$ cat config.mk
export PLATFORM = sky130hd
export DESIGN_NAME = wide_add_seq
export DESIGN_NICKNAME = d
export VERILOG_FILES = /design/src/rtl/wide_add_pkg.sv /design/src/rtl/fulladder16bit.sv /design/src/rtl/wide_add_seq.sv
export SDC_FILE = /design/constraint.sdc
export NUM_CORES = 1
export LEC_CHECK = 0
export BUFFER_PORTS_ARGS = -buffer_cell sky130_fd_sc_hd__buf_2
export CORE_MARGIN = 3
export CORE_UTILIZATION = 50
export CTS_BUF_LIST = sky130_fd_sc_hd__clkbuf_8
export DETAILED_ROUTE_END_ITERATION = 12
export PLACE_DENSITY = 0.83
export SYNTH_ARGS = -nofsm -noshare
export SYNTH_HDL_FRONTEND = slang
export SYNTH_HIERARCHICAL = 1
export SYNTH_SLANG_ARGS = --single-unit
$ cat constraint.sdc
create_clock -name clk -period 3.7 [get_ports clk]
set_clock_uncertainty 0.05 [all_clocks]
set_input_delay 0 -clock clk [delete_from_list [all_inputs] [get_ports clk]]
set_output_delay 0 -clock clk [all_outputs]
set_load 0.02 [all_outputs]
$ cat src/rtl/wide_add_pkg.sv
// Shared constants and FSM encoding for the sequential wide adder.
package wide_add_pkg;

  localparam int unsigned SLICE_W = 16;

  typedef enum logic [1:0] {
    IDLE = 2'd0,
    RUN  = 2'd1,
    DONE = 2'd2
  } state_t;

endpackage : wide_add_pkg

$ cat src/rtl/fulladder16bit.sv
// 16-bit ripple adder slice with carry in/out.
module fulladder16bit (
  input  logic [15:0] A,
  input  logic [15:0] B,
  input  logic        cin,
  output logic [15:0] S,
  output logic        cout
);

  assign {cout, S} = 17'(A) + 17'(B) + 17'(cin);

endmodule : fulladder16bit

$ cat src/rtl/wide_add_seq.sv
// Multi-cycle W-bit adder: one 16-bit slice per cycle through a single shared adder.
// Optional macro WIDE_ADD_SUB_EN adds a 'sub' port for A-B (cout=1 means no borrow).
module wide_add_seq
  import wide_add_pkg::*;
#(
  parameter int unsigned NSLICE = 4
) (
  input  logic                      clk,
  input  logic                      rst,
  input  logic                      in_valid,
  output logic                      in_ready,
  input  logic [SLICE_W*NSLICE-1:0] A,
  input  logic [SLICE_W*NSLICE-1:0] B,
  input  logic                      cin,
`ifdef WIDE_ADD_SUB_EN
  input  logic                      sub,
`endif
  output logic                      out_valid,
  input  logic                      out_ready,
  output logic [SLICE_W*NSLICE-1:0] S,
  output logic                      cout
);

  localparam int unsigned IDX_W = (NSLICE > 1) ? $clog2(NSLICE) : 1;
  localparam logic [IDX_W-1:0] LAST_IDX = IDX_W'(NSLICE - 1);

  state_t state_q, state_d;

  logic [NSLICE-1:0][SLICE_W-1:0] a_q, b_q, s_q;
  logic [IDX_W-1:0]               idx_q;
  logic                           carry_q;
  logic                           cout_q;

  logic [SLICE_W-1:0] slice_sum;
  logic               slice_co;
  logic [SLICE_W*NSLICE-1:0] b_in;
  logic                      c_in;

  // Subtract mode folds into addition: A + ~B + 1.
`ifdef WIDE_ADD_SUB_EN
  assign b_in = sub ? ~B : B;
  assign c_in = sub ? 1'b1 : cin;
`else
  assign b_in = B;
  assign c_in = cin;
`endif

  fulladder16bit u_slice_add (
    .A    (a_q[idx_q]),
    .B    (b_q[idx_q]),
    .cin  (carry_q),
    .S    (slice_sum),
    .cout (slice_co)
  );

  // State register
  always_ff @(posedge clk) begin
    if (rst) state_q <= IDLE;
    else     state_q <= state_d;
  end

  // Next-state logic
  always_comb begin
    state_d = state_q;
    case (state_q)
      IDLE:    if (in_valid) state_d = RUN;
      RUN:     if (idx_q == LAST_IDX) state_d = DONE;
      DONE:    if (out_ready) state_d = IDLE;
      default: state_d = IDLE;
    endcase
  end

  // Handshake outputs decoded from the state register
  always_comb begin
    in_ready  = 1'b0;
    out_valid = 1'b0;
    case (state_q)
      IDLE:    in_ready  = 1'b1;
      DONE:    out_valid = 1'b1;
      default: ;
    endcase
  end

  // Operand capture and per-slice accumulation
  always_ff @(posedge clk) begin
    if (rst) begin
      a_q     <= '0;
      b_q     <= '0;
      s_q     <= '0;
      idx_q   <= '0;
      carry_q <= 1'b0;
      cout_q  <= 1'b0;
    end else begin
      case (state_q)
        IDLE: begin
          if (in_valid) begin
            a_q     <= A;
            b_q     <= b_in;
            carry_q <= c_in;
            idx_q   <= '0;
          end
        end
        RUN: begin
          s_q[idx_q] <= slice_sum;
          carry_q    <= slice_co;
          idx_q      <= idx_q + 1'b1;
          if (idx_q == LAST_IDX) cout_q <= slice_co;
        end
        default: ;
      endcase
    end
  end

  assign S    = s_q;
  assign cout = cout_q;

endmodule : wide_add_seq

==> impl_metrics.py, run 1 <==
metrics = {
    "critical_path": {
        "crit_path_end_kind": "flip-flop",
        "critPathRequiredTime_ns": 4.05,
        "path_class": "flip-flop to flip-flop",
        "cp_cell_sequence": "mux4_2 > fa_1 > fa_1 > a21o_1 > a221o_2 > a21oi_2 > a21oi_1 > xor2_1 > nand2_1 > a21oi_1",
        "arrival_ns": 3.83,
        "worst-path-buf-inv": 0,
        "cp_top_family": "compound AO/OA/AOI/OAI gates",
        "worstPathMaxFanout": 4,
        "cp_slowest_cell": "mux4_2",
        "slowest_delay_ns": 0.54,
        "start_kind": "flip-flop",
    },
    "synthesis": {
        "yosysSeqAreaShare": 0.429,
        "ys.flop_type": "dfxtp_1",
        "syn_area_um2": 9240,
        "syn-instance-count": 1008,
        "ys_warn_count": 6,
        "synth_fp_nets": 1162,
        "yosys_register_bits": 198,
        "ys_async_sr_fraction": 0,
        "synth_cell_types": 47,
        "synth_edf_count": 0,
        "avgSynthCellArea_um2": 9.17,
    },
    "sta": {
        "layout_min_cycle_time_ns": 3.47,
        "tns_ns": 0,
        "rsz0062_at_grt": "no",
        "hold_violations": 0,
        "tightest_slew_ns": 0.912,
        "setup_viol": 0,
        "max_freq_mhz": 288,
        "post-route-period-util": 0.939,
        "setup_ws_ns": 0.227,
        "maxSlewHeadroom": 0.392,
        "slew_viol_final": 0,
    },
    "floorplanning": {
        "dieArea_um2": 20200,
        "die_h_um": 142,
        "rows": 49,
        "die_width_um": 142,
        "initial_core_util": 0.511,
        "core_um2": 18100,
        "ios": 200,
    },
    "route": {
        "firstDrtPassIters": 5,
        "final_antenna_net_count": 0,
        "wl_mm": 28.6,
        "vias_per_cell": 5.51,
        "drc": 0,
        "route.vias.total": 8451,
        "wl_per_cell_um": 18.7,
        "drt-initial-drc-count": 826,
    },
    "grt": {
        "grt_pass1_wl_mm": 44.6,
        "track_usage": 0.282,
        "grt_max_degree": 129,
        "antenna_found_initial": 1,
        "grt_pass1_vias": 8462,
        "grt_remaining_overflow": 0,
    },
    "clock_network": {
        "cts.clk_slew.worst_paths_ns": 0.10,
        "clock_sinks": 198,
        "cts-root-buf": "clkbuf_8",
        "insertion_delay_ns": 0.48,
        "cts.path.max_buffers": 2,
        "postCtsSetupRepairBufs": 0,
        "cts_resized": 0,
        "numCtsBuffers": 17,
        "htree_levels": 4,
        "cts_tree": "done",
    },
    "placement": {
        "dp_hpwl_mm": 16.9,
        "gp_congestion": 0.846,
        "port_buffers": 199,
        "dp_slack_ns": 0.315,
    },
    "power_and_ir_drop": {
        "p_leak_nw": 4.68,
        "irDropWorstVdd_uv": 251,
        "p_per_area_nw_per_um2": 384,
    },
    "worst_hold_path": {
        "hold_class": "primary input to flip-flop",
    },
    "layout": {
        "multi_input_area_um2": 4650,
        "fillers": 1418,
        "area_delta_synth_final_pct": 27.3,
        "final_nets": 1445,
        "seqCellArea_um2": 3970,
        "drive_gt1_frac": 0.340,
    },
    "run_status": {
        "outcome": "finished clean",
    },
    "flow_run": {
        "drv_cap": 0,
    },
}
==> stage by stage <==
| stage | hold slack, ns | cell area [um2] | util | total power, W | std cells |
|---|---|---|---|---|---|
| floorplan | 0.0769 | 9240 | - | 0.00283 | 1008 |
| global placement | 0.192 | 10000 | 0.554 | 0.00299 | 1369 |
| detailed placement | 0.194 | 10000 | 0.554 | 0.00300 | 1369 |
| CTS | 0.164 | 11700 | 0.649 | 0.00447 | 1532 |
| global route | 0.182 | 11800 | 0.650 | 0.00467 | 1534 |
| finish | 0.152 | 11800 | 0.650 | 0.00452 | 1534 |
==> routing by layer <==
| layer | part of all wire | track usage | up-vias | routed length (um) |
|---|---|---|---|---|
| met4 | 0.041 | 0.124 | 0 | 1180 |
| met2 | 0.49 | 0.491 | 407 | 14100 |
| met1 | 0.40 | 0.344 | 4008 | 11500 |
| met3 | 0.065 | 0.0504 | 89 | 1870 |
| li1 | - | - | 3947 | - |
| met5 | 0 | 0 | - | 0 |
==> cell usage after synthesis, drive strengths merged (2+ instances only) <==
master,n,share of area
buf,52,0.057
dfxtp,198,0.43
xor2,6,0.0057
mux4,32,0.078
nand4,3,0.0020
clkbuf,22,0.0093
nand3,2,0.0011
mux2i,2,0.0022
or2,2,0.0014
and3,2,0.0014
o211ai,3,0.0024
o21a,2,0.0016
inv,4,0.0016
o21ai,4,0.0022
fa,2,0.0043
nor2,9,0.0037
nor3,3,0.0016
o21bai,2,0.0016
nand2,388,0.17
a21o,9,0.0073
xnor2,8,0.0076
and3b,4,0.0038
a31oi,2,0.0014
a22oi,2,0.0016
a21oi,207,0.15
nor2b,5,0.0034
ha,19,0.026
nand3b,4,0.0037
==> registers in the layout, indices dropped and copies added, names as in the netlist <==
signal	count
S	64
a_q	64
b_q	64
carry_q	1
cout	1
idx_q	2
state_q	2
==> layout by cell type (no fill, tap or decap), drive strengths merged, types with 3 or more instances in the layout <==
cell and count:
clkbuf 20, and3b 4, buf 205, a21o 9, a21oi 207, nor2b 5
xnor2 8, nand3b 4, inv 8, nor2 9, dfxtp 198, dlygate4sd3 131
xor2 6, nor3 3, clkinvlp 3, nand2 388, clkinv 5, mux4 32
ha 19, nand4 3, o211ai 3, o21ai 4
==> cell families after synthesis <==
family	count (synthesis)	synth area share
AO/OA/AOI/OAI	237	0.179
XOR/XNOR	14	0.0133
adder cells (fa/ha/maj)	21	0.0301
buffers and inverters	78	0.0684
flip-flops	198	0.429
multiplexers	34	0.0801
AND/OR/NAND/NOR	426	0.200
==> worst paths after layout <==
check        slack, ns  endpoint     start  cells past startpoint
max               0.23     S[30]  idx_q[1]                     10
min               0.15     S[63]       rst                      2
max reg2reg       0.23     S[30]  idx_q[1]                     10
min reg2reg       0.41     S[32]     S[32]                      2
==> timing repair <==
item / in CTS / in global routing
hold buffers: 131 / 0
endpoints found under the setup margin: 0 / 1
endpoints found under the hold margin: 133 / 0
==> final cells by class <==
class                      count  share of cell area
sequential                   198               0.337
timing repair buffer         338               0.208
multi-input combinational    732               0.395
tap                          229              0.0244
clock inverter                14              0.0129
inverter                       4             0.00128
antenna                        1            0.000213
clock buffer                  18              0.0211
==> worst register-to-register path, delay by kind of cell, from the launching register on <==
kind / cells / cell delay (ns)
xor gates and xnor gates: 1 / 0.27
DFF: 1 / 0.41
adders and majority gates: 2 / 0.93
and+or+nand+nor: 1 / 0.10
muxes: 1 / 0.55
AOI/OAI and AO/OA: 5 / 1.10
==> where the power goes <==
part	internal [W]	switching [W]
sequential	0.00223	0.0000659
combinational	0.000351	0.000459
clock	0.000625	0.000786
total	0.00320	0.00131
Note: power is estimated with default switching activity, not from simulation.
==> inputs of run 2 (changes only) <==
--- a/config.mk
+++ b/config.mk
@@ -5,10 +5,11 @@
 export SDC_FILE = /design/constraint.sdc
 export NUM_CORES = 1
 export LEC_CHECK = 0
+export ABC_CLOCK_PERIOD_IN_PS = 3700
 export BUFFER_PORTS_ARGS = -buffer_cell sky130_fd_sc_hd__buf_2
 export CORE_MARGIN = 3
 export CORE_UTILIZATION = 50
-export CTS_BUF_LIST = sky130_fd_sc_hd__clkbuf_8
+export CTS_BUF_LIST = sky130_fd_sc_hd__clkbuf_4 sky130_fd_sc_hd__clkbuf_8
 export DETAILED_ROUTE_END_ITERATION = 12
 export PLACE_DENSITY = 0.83
 export SYNTH_ARGS = -nofsm -noshare
==> run 2 against run 1 <==
Die area is the same. First-iteration DRC count increased by 0.97%. Clock power about the same. Total power up 0.16%. Non-clock buffer count is the same. Global-route usage about the same. Critical path depth rose by 1. Critical path type unchanged. Critical endpoint unchanged. Highest routed layer unchanged.
==> impl_metrics.py, run 2 (synthesized netlist as in run 1, its figures left out) <==
metrics = {
    "clock_network": {
        "numCtsBuffers": 17,
        "postCtsSetupRepairBufs": 0,
        "htree_levels": 4,
        "cts.path.max_buffers": 2,
        "cts.clk_slew.worst_paths_ns": 0.10,
        "clock_sinks": 198,
        "cts-root-buf": "clkbuf_8",
        "cts_tree": "done",
        "insertion_delay_ns": 0.48,
    },
    "route": {
        "drc": 0,
        "final_antenna_net_count": 0,
        "vias_per_cell": 5.51,
        "firstDrtPassIters": 5,
        "drt-initial-drc-count": 834,
        "route.vias.total": 8448,
        "wl_per_cell_um": 18.7,
        "wl_mm": 28.6,
    },
    "grt": {
        "grt_remaining_overflow": 0,
        "track_usage": 0.282,
        "grt_pass1_vias": 8459,
        "grt_max_degree": 129,
        "grt_pass1_wl_mm": 44.7,
        "antenna_found_initial": 1,
    },
    "critical_path": {
        "r2r_slack_ns": 0.23,
        "cp-startpoint": "idx_q[1]",
        "cp-endpoint": "S[30]",
        "cp_slowest_cell": "fa_1",
        "arrival_ns": 3.82,
        "worstPathMaxFanout": 18,
        "slowest_delay_ns": 0.47,
        "path_class": "flip-flop to flip-flop",
        "cp_top_family": "compound AO/OA/AOI/OAI gates",
        "worstReg2RegStart": "idx_q[1]",
        "r2r_end": "S[30]",
        "worst-path-buf-inv": 1,
        "crit_path_end_kind": "flip-flop",
        "cp_cell_sequence": "buf_12 > mux4_2 > fa_1 > fa_1 > a21o_1 > a221o_2 > a21oi_2 > a21oi_1 > xor2_1 > nand2_1 > a21oi_1",
        "start_kind": "flip-flop",
        "cp.depth": 11,
        "critPathRequiredTime_ns": 4.05,
        "r2r.worst_path.cells": 11,
    },
    "worst_hold_path": {
        "hold_class": "primary input to flip-flop",
    },
    "floorplanning": {
        "ios": 200,
        "dieArea_um2": 20200,
        "die_width_um": 142,
        "rows": 49,
        "die_h_um": 142,
        "core_um2": 18100,
        "initial_core_util": 0.511,
    },
    "placement": {
        "gp_congestion": 0.846,
        "place_inst": 1369,
        "dp_hpwl_mm": 16.9,
        "port_buffers": 199,
    },
    "layout": {
        "fillers": 1418,
        "final_nets": 1445,
        "final_common_cell": "nand2_1",
        "seqCellArea_um2": 3970,
        "mostFrequentLayoutCells": "nand2_1 (328), buf_2 (198), dfxtp_1 (196)",
        "multi_input_area_um2": 4650,
        "area_delta_synth_final_pct": 27.3,
        "instances_no_fill": 1534,
        "drive_gt1_frac": 0.340,
    },
    "flow_run": {
        "drv_cap": 0,
    },
    "sta": {
        "tns_ns": 0,
        "hold_violations": 0,
        "slew_viol_final": 0,
        "rsz0062_at_grt": "no",
        "tightest_slew_ns": 0.912,
        "layout_min_cycle_time_ns": 3.47,
        "hold_ws_ns": 0.149,
        "setup_viol": 0,
        "max_freq_mhz": 288,
        "maxSlewHeadroom": 0.392,
        "post-route-period-util": 0.937,
    },
    "power_and_ir_drop": {
        "p_per_area_nw_per_um2": 384,
        "power.total_w": 0.00452,
        "p_leak_nw": 4.68,
        "irDropWorstVdd_uv": 253,
    },
    "run_status": {
        "outcome": "finished clean",
    },
}
[run 2: changes by cell type in the layout (fill, tap and decap cells not counted), sizes merged]
cell    before  now
clkbuf      20   21
inv          8    7
[run 2: cell type report]
class | instances | share of cell area
Antenna cell | 1 | 0.000213
Clock buffer | 19 | 0.0217
Clock inverter | 13 | 0.0125
Inverter | 4 | 0.00128
Multi-Input combinational cell | 732 | 0.395
Sequential cell | 198 | 0.337
Tap cell | 229 | 0.0244
Timing Repair Buffer | 338 | 0.208
[run 2: per-layer routing]
layer,share of wire,global-route usage
met4,0.043,0.127
met5,0,0
met3,0.069,0.0511
met2,0.49,0.489
met1,0.39,0.343
[run 2: power by group]
part	switching [W]	total [W]	internal, W
Clock	0.000786	0.00142	0.000635
Sequential	0.0000656	0.00229	0.00223
Combinational	0.000456	0.000807	0.000351
Total	0.00131	0.00452	0.00321
[run 2: worst min-delay path by stage]
stage / startpoint / endpoint / slack [ns] / cells past startpoint
4_1_cts: rst / S[38] / 0.16 / 2
2_1_floorplan: A[10] / a_q[10] / 0.08 / 2
5_1_grt: rst / S[19] / 0.18 / 2
6_report: rst / S[31] / 0.15 / 2
3_3_place_gp: B[56] / b_q[56] / 0.19 / 3
3_5_place_dp: B[23] / b_q[23] / 0.19 / 3
[run 2: per-stage QoR]
step,util,cell area (um2),worst slack [ns]
final,0.651,11800,0.232
after global routing,0.651,11800,0.0369
after CTS,0.649,11700,0.288
after detailed placement,0.554,10000,0.315
after global placement,0.554,10000,0.398
after floorplan,-,9240,0.151
[run 2: timing repair]
action / in CTS / in global routing
endpoints found under the hold margin: 133 / 0
hold buffers: 131 / 0
setup endpoints to repair: 0 / 1
gates resized for setup: 0 / 0
==> inputs of run 3 (changes only) <==
--- a/config.mk
+++ b/config.mk
@@ -5,13 +5,15 @@
 export SDC_FILE = /design/constraint.sdc
 export NUM_CORES = 1
 export LEC_CHECK = 0
+export ABC_AREA = 1
 export ABC_CLOCK_PERIOD_IN_PS = 3700
 export BUFFER_PORTS_ARGS = -buffer_cell sky130_fd_sc_hd__buf_2
-export CORE_MARGIN = 3
+export CORE_MARGIN = 4
 export CORE_UTILIZATION = 50
 export CTS_BUF_LIST = sky130_fd_sc_hd__clkbuf_4 sky130_fd_sc_hd__clkbuf_8
 export DETAILED_ROUTE_END_ITERATION = 12
-export PLACE_DENSITY = 0.83
+export GPL_ROUTABILITY_DRIVEN = 0
+export PLACE_DENSITY = 0.84
 export SYNTH_ARGS = -nofsm -noshare
 export SYNTH_HDL_FRONTEND = slang
 export SYNTH_HIERARCHICAL = 1
==> run 3 against run 2 <==
Die area shrank 1.2%. Synthesized area down 4.1%. Critical path depth up 4. Count of clock-buffer cells in the layout grew 1.
==> impl_metrics.py, run 3 <==
metrics = {
    "run_status": {
        "outcome": "finished clean",
    },
    "route": {
        "final_antenna_net_count": 0,
        "firstDrtPassIters": 6,
        "vias_per_cell": 5.47,
        "route.vias.total": 9659,
        "drc": 0,
        "wl_mm": 30.0,
        "drt-initial-drc-count": 1044,
        "wl_per_cell_um": 17.0,
    },
    "power_and_ir_drop": {
        "swShare": 0.323,
        "p_leak_nw": 5.52,
        "intPower_w": 0.00363,
        "clkPwrFrac": 0.310,
        "p_sw_w": 0.00173,
        "p_per_area_nw_per_um2": 463,
        "combinationalPowerShare": 0.246,
        "p_seq_frac": 0.444,
        "irDropWorstVdd_uv": 295,
    },
    "critical_path": {
        "path_class": "flip-flop to flip-flop",
        "cp.depth": 15,
        "slowest_delay_ns": 0.39,
        "arrival_ns": 3.36,
        "start_kind": "flip-flop",
        "worstPathMaxFanout": 38,
        "worstReg2RegStart": "idx_q[0]",
        "cp-startpoint": "idx_q[0]",
        "r2r_end": "S[59]",
        "r2r.worst_path.cells": 15,
        "cp_top_family": "simple AND/OR/NAND/NOR gates",
        "crit_path_end_kind": "flip-flop",
        "cp_slowest_cell": "buf_4",
        "cp-endpoint": "S[59]",
        "worst-path-buf-inv": 2,
        "critPathRequiredTime_ns": 4.04,
        "cp_common_cell": "nand2_1",
        "r2r_slack_ns": 0.67,
        "cp_cell_sequence": "buf_4 > buf_4 > o21ai_0 > o22ai_1 > ha_1 > nand2_1 > nand2_1 > a21oi_1 > nand2_2 > nand2_1 > nand2_1 > nand2_1 > nand2_1 > nor2_1 > nor2_1",
    },
    "synthesis": {
        "synth_top_family_by_area": "simple AND/OR/NAND/NOR gates",
        "ys.flop_type": "dfxtp_1",
        "synthMuxAreaShare": 0,
        "synth_edf_count": 0,
        "synth_fp_nets": 1398,
        "yosys.area_share.xor_xnor": 0.00692,
        "synth_cell_types": 32,
        "yosys.area.top_type_share": 0.447,
        "synthMostInstantiatedCell": "nor2_1",
        "synth_compound_area_frac": 0.175,
        "ys_warn_count": 6,
        "synth-simple-area-share": 0.264,
        "ys_top_cells_by_area": "dfxtp_1 (45%), nor2_1 (20%), o21ai_0 (14%), nand2_1 (3.6%), ha_1 (2.7%)",
        "yosys.area_share.adder": 0.0313,
        "avgSynthCellArea_um2": 7.12,
        "syn-instance-count": 1244,
        "yosysSeqAreaShare": 0.447,
        "ys_async_sr_fraction": 0,
        "yosys_register_bits": 198,
        "ys_top_cells_by_count": "nor2_1 (463), o21ai_0 (254), dfxtp_1 (198)",
        "syn_area_um2": 8860,
        "yosysTopAreaCell": "dfxtp_1",
    },
    "floorplanning": {
        "initial_core_util": 0.511,
        "die_width_um": 141,
        "dieArea_um2": 19900,
        "core_um2": 17400,
        "ios": 200,
        "rows": 48,
        "die_h_um": 141,
    },
    "grt": {
        "grt_max_degree": 150,
        "antenna_found_initial": 0,
        "grt_pass1_vias": 9320,
        "grt_remaining_overflow": 0,
        "track_usage": 0.302,
        "grt_pass1_wl_mm": 47.9,
    },
    "sta": {
        "max_freq_mhz": 330,
        "tightest_slew_ns": 1.13,
        "rsz0062_at_grt": "no",
        "post-route-period-util": 0.818,
        "tns_ns": 0,
        "setup_ws_ns": 0.674,
        "slew_viol_final": 0,
        "setup_viol": 0,
        "hold_violations": 0,
        "layout_min_cycle_time_ns": 3.03,
        "maxSlewHeadroom": 0.247,
    },
    "clock_network": {
        "cts-root-buf": "clkbuf_8",
        "clock_sinks": 198,
        "cts.path.max_buffers": 2,
        "cts_resized": 0,
        "postCtsSetupRepairBufs": 0,
        "numCtsBuffers": 17,
        "htree_levels": 4,
        "cts_tree": "done",
        "insertion_delay_ns": 0.49,
        "cts.clk_slew.worst_paths_ns": 0.10,
        "ctsHoldBuffers": 133,
    },
    "worst_hold_path": {
        "hold_class": "primary input to flip-flop",
    },
    "placement": {
        "port_buffers": 199,
        "dp_hpwl_mm": 17.9,
        "dp_slack_ns": 0.806,
        "place_inst": 1600,
    },
    "layout": {
        "area_delta_synth_final_pct": 30.7,
        "instances_no_fill": 1765,
        "drive_gt1_frac": 0.178,
        "final_nets": 1681,
        "final_core_util": 0.667,
        "final_common_cell": "nor2_1",
        "mostFrequentLayoutCells": "nor2_1 (463), o21ai_0 (254), buf_2 (199)",
        "antennaDiodeCount": 0,
    },
    "flow_run": {
        "drv_cap": 0,
    },
}
[run 3: cell types whose count changed in the layout (fill, tap and decap cells not counted), moves of 50 or more]
cell     delta
nand2_2    -50
nor2_1    +454
o21ai_0   +250
a21oi_1    -94
nand2_1   -243
a21oi_2   -102
[run 3: worst min path at each step]
| stage | slack [ns] | cells after the start | to | start |
|---|---|---|---|---|
| after detailed placement | 0.21 | 3 | b_q[25] | B[25] |
| final | 0.24 | 4 | a_q[11] | A[11] |
| after floorplan | 0.02 | 1 | cout | rst |
| after CTS | 0.22 | 4 | b_q[44] | B[44] |
| after global routing | 0.26 | 4 | b_q[29] | B[29] |
| after global placement | 0.20 | 3 | b_q[52] | B[52] |
[run 3: logic make-up after synthesis]
family	Yosys count
flops	198
fa+ha+maj	21
compound gates	302
xor+xnor	7
buf+inv	130
simple gates	586
[run 3: power groups by stage]
stage,sequential [W],combinational (W),clock (W)
global placement,0.00242,0.00113,0
global route,0.00239,0.00145,0.00175
CTS,0.00237,0.00127,0.00166
finish,0.00238,0.00132,0.00166
detailed placement,0.00242,0.00115,0
floorplan,0.00243,0.000799,0
[run 3: layout make-up]
cell class	count	area, um2
well taps	225	282
multi-input cells	916	4240
clock inverters	12	214
flip-flops and latches	198	3970
inverters	53	203
clock buffers	20	269
repair buffers	341	2410
fillers	1385	5780
[run 3: per-stage QoR]
step / cell area [um2] / total power (W) / hold WS, ns
final: 11600 / 0.00536 / 0.245
after global routing: 11600 / 0.00560 / 0.260
after CTS: 11600 / 0.00530 / 0.220
after detailed placement: 9770 / 0.00357 / 0.207
after global placement: 9770 / 0.00354 / 0.204
after floorplan: 8860 / 0.00323 / 0.0191
[run 3: routing by layer]
layer	part of all wire	up-vias	GRT usage
li1	-	4575	-
met1	0.38	4348	0.360
met2	0.47	581	0.501
met3	0.084	155	0.0651
met4	0.064	0	0.180
met5	0	-	0
[run 3: worst register-to-register path, cell delays in order, from the launching register on]
cell and delay [ns]:
dfxtp_2 0.34, buf_4 0.28, buf_4 0.40, o21ai_0 0.21
o22ai_1 0.30, ha_1 0.34, nand2_1 0.09, nand2_1 0.10
a21oi_1 0.21, nand2_2 0.11, nand2_1 0.09, nand2_1 0.05
nand2_1 0.05, nand2_1 0.12, nor2_1 0.14, nor2_1 0.06
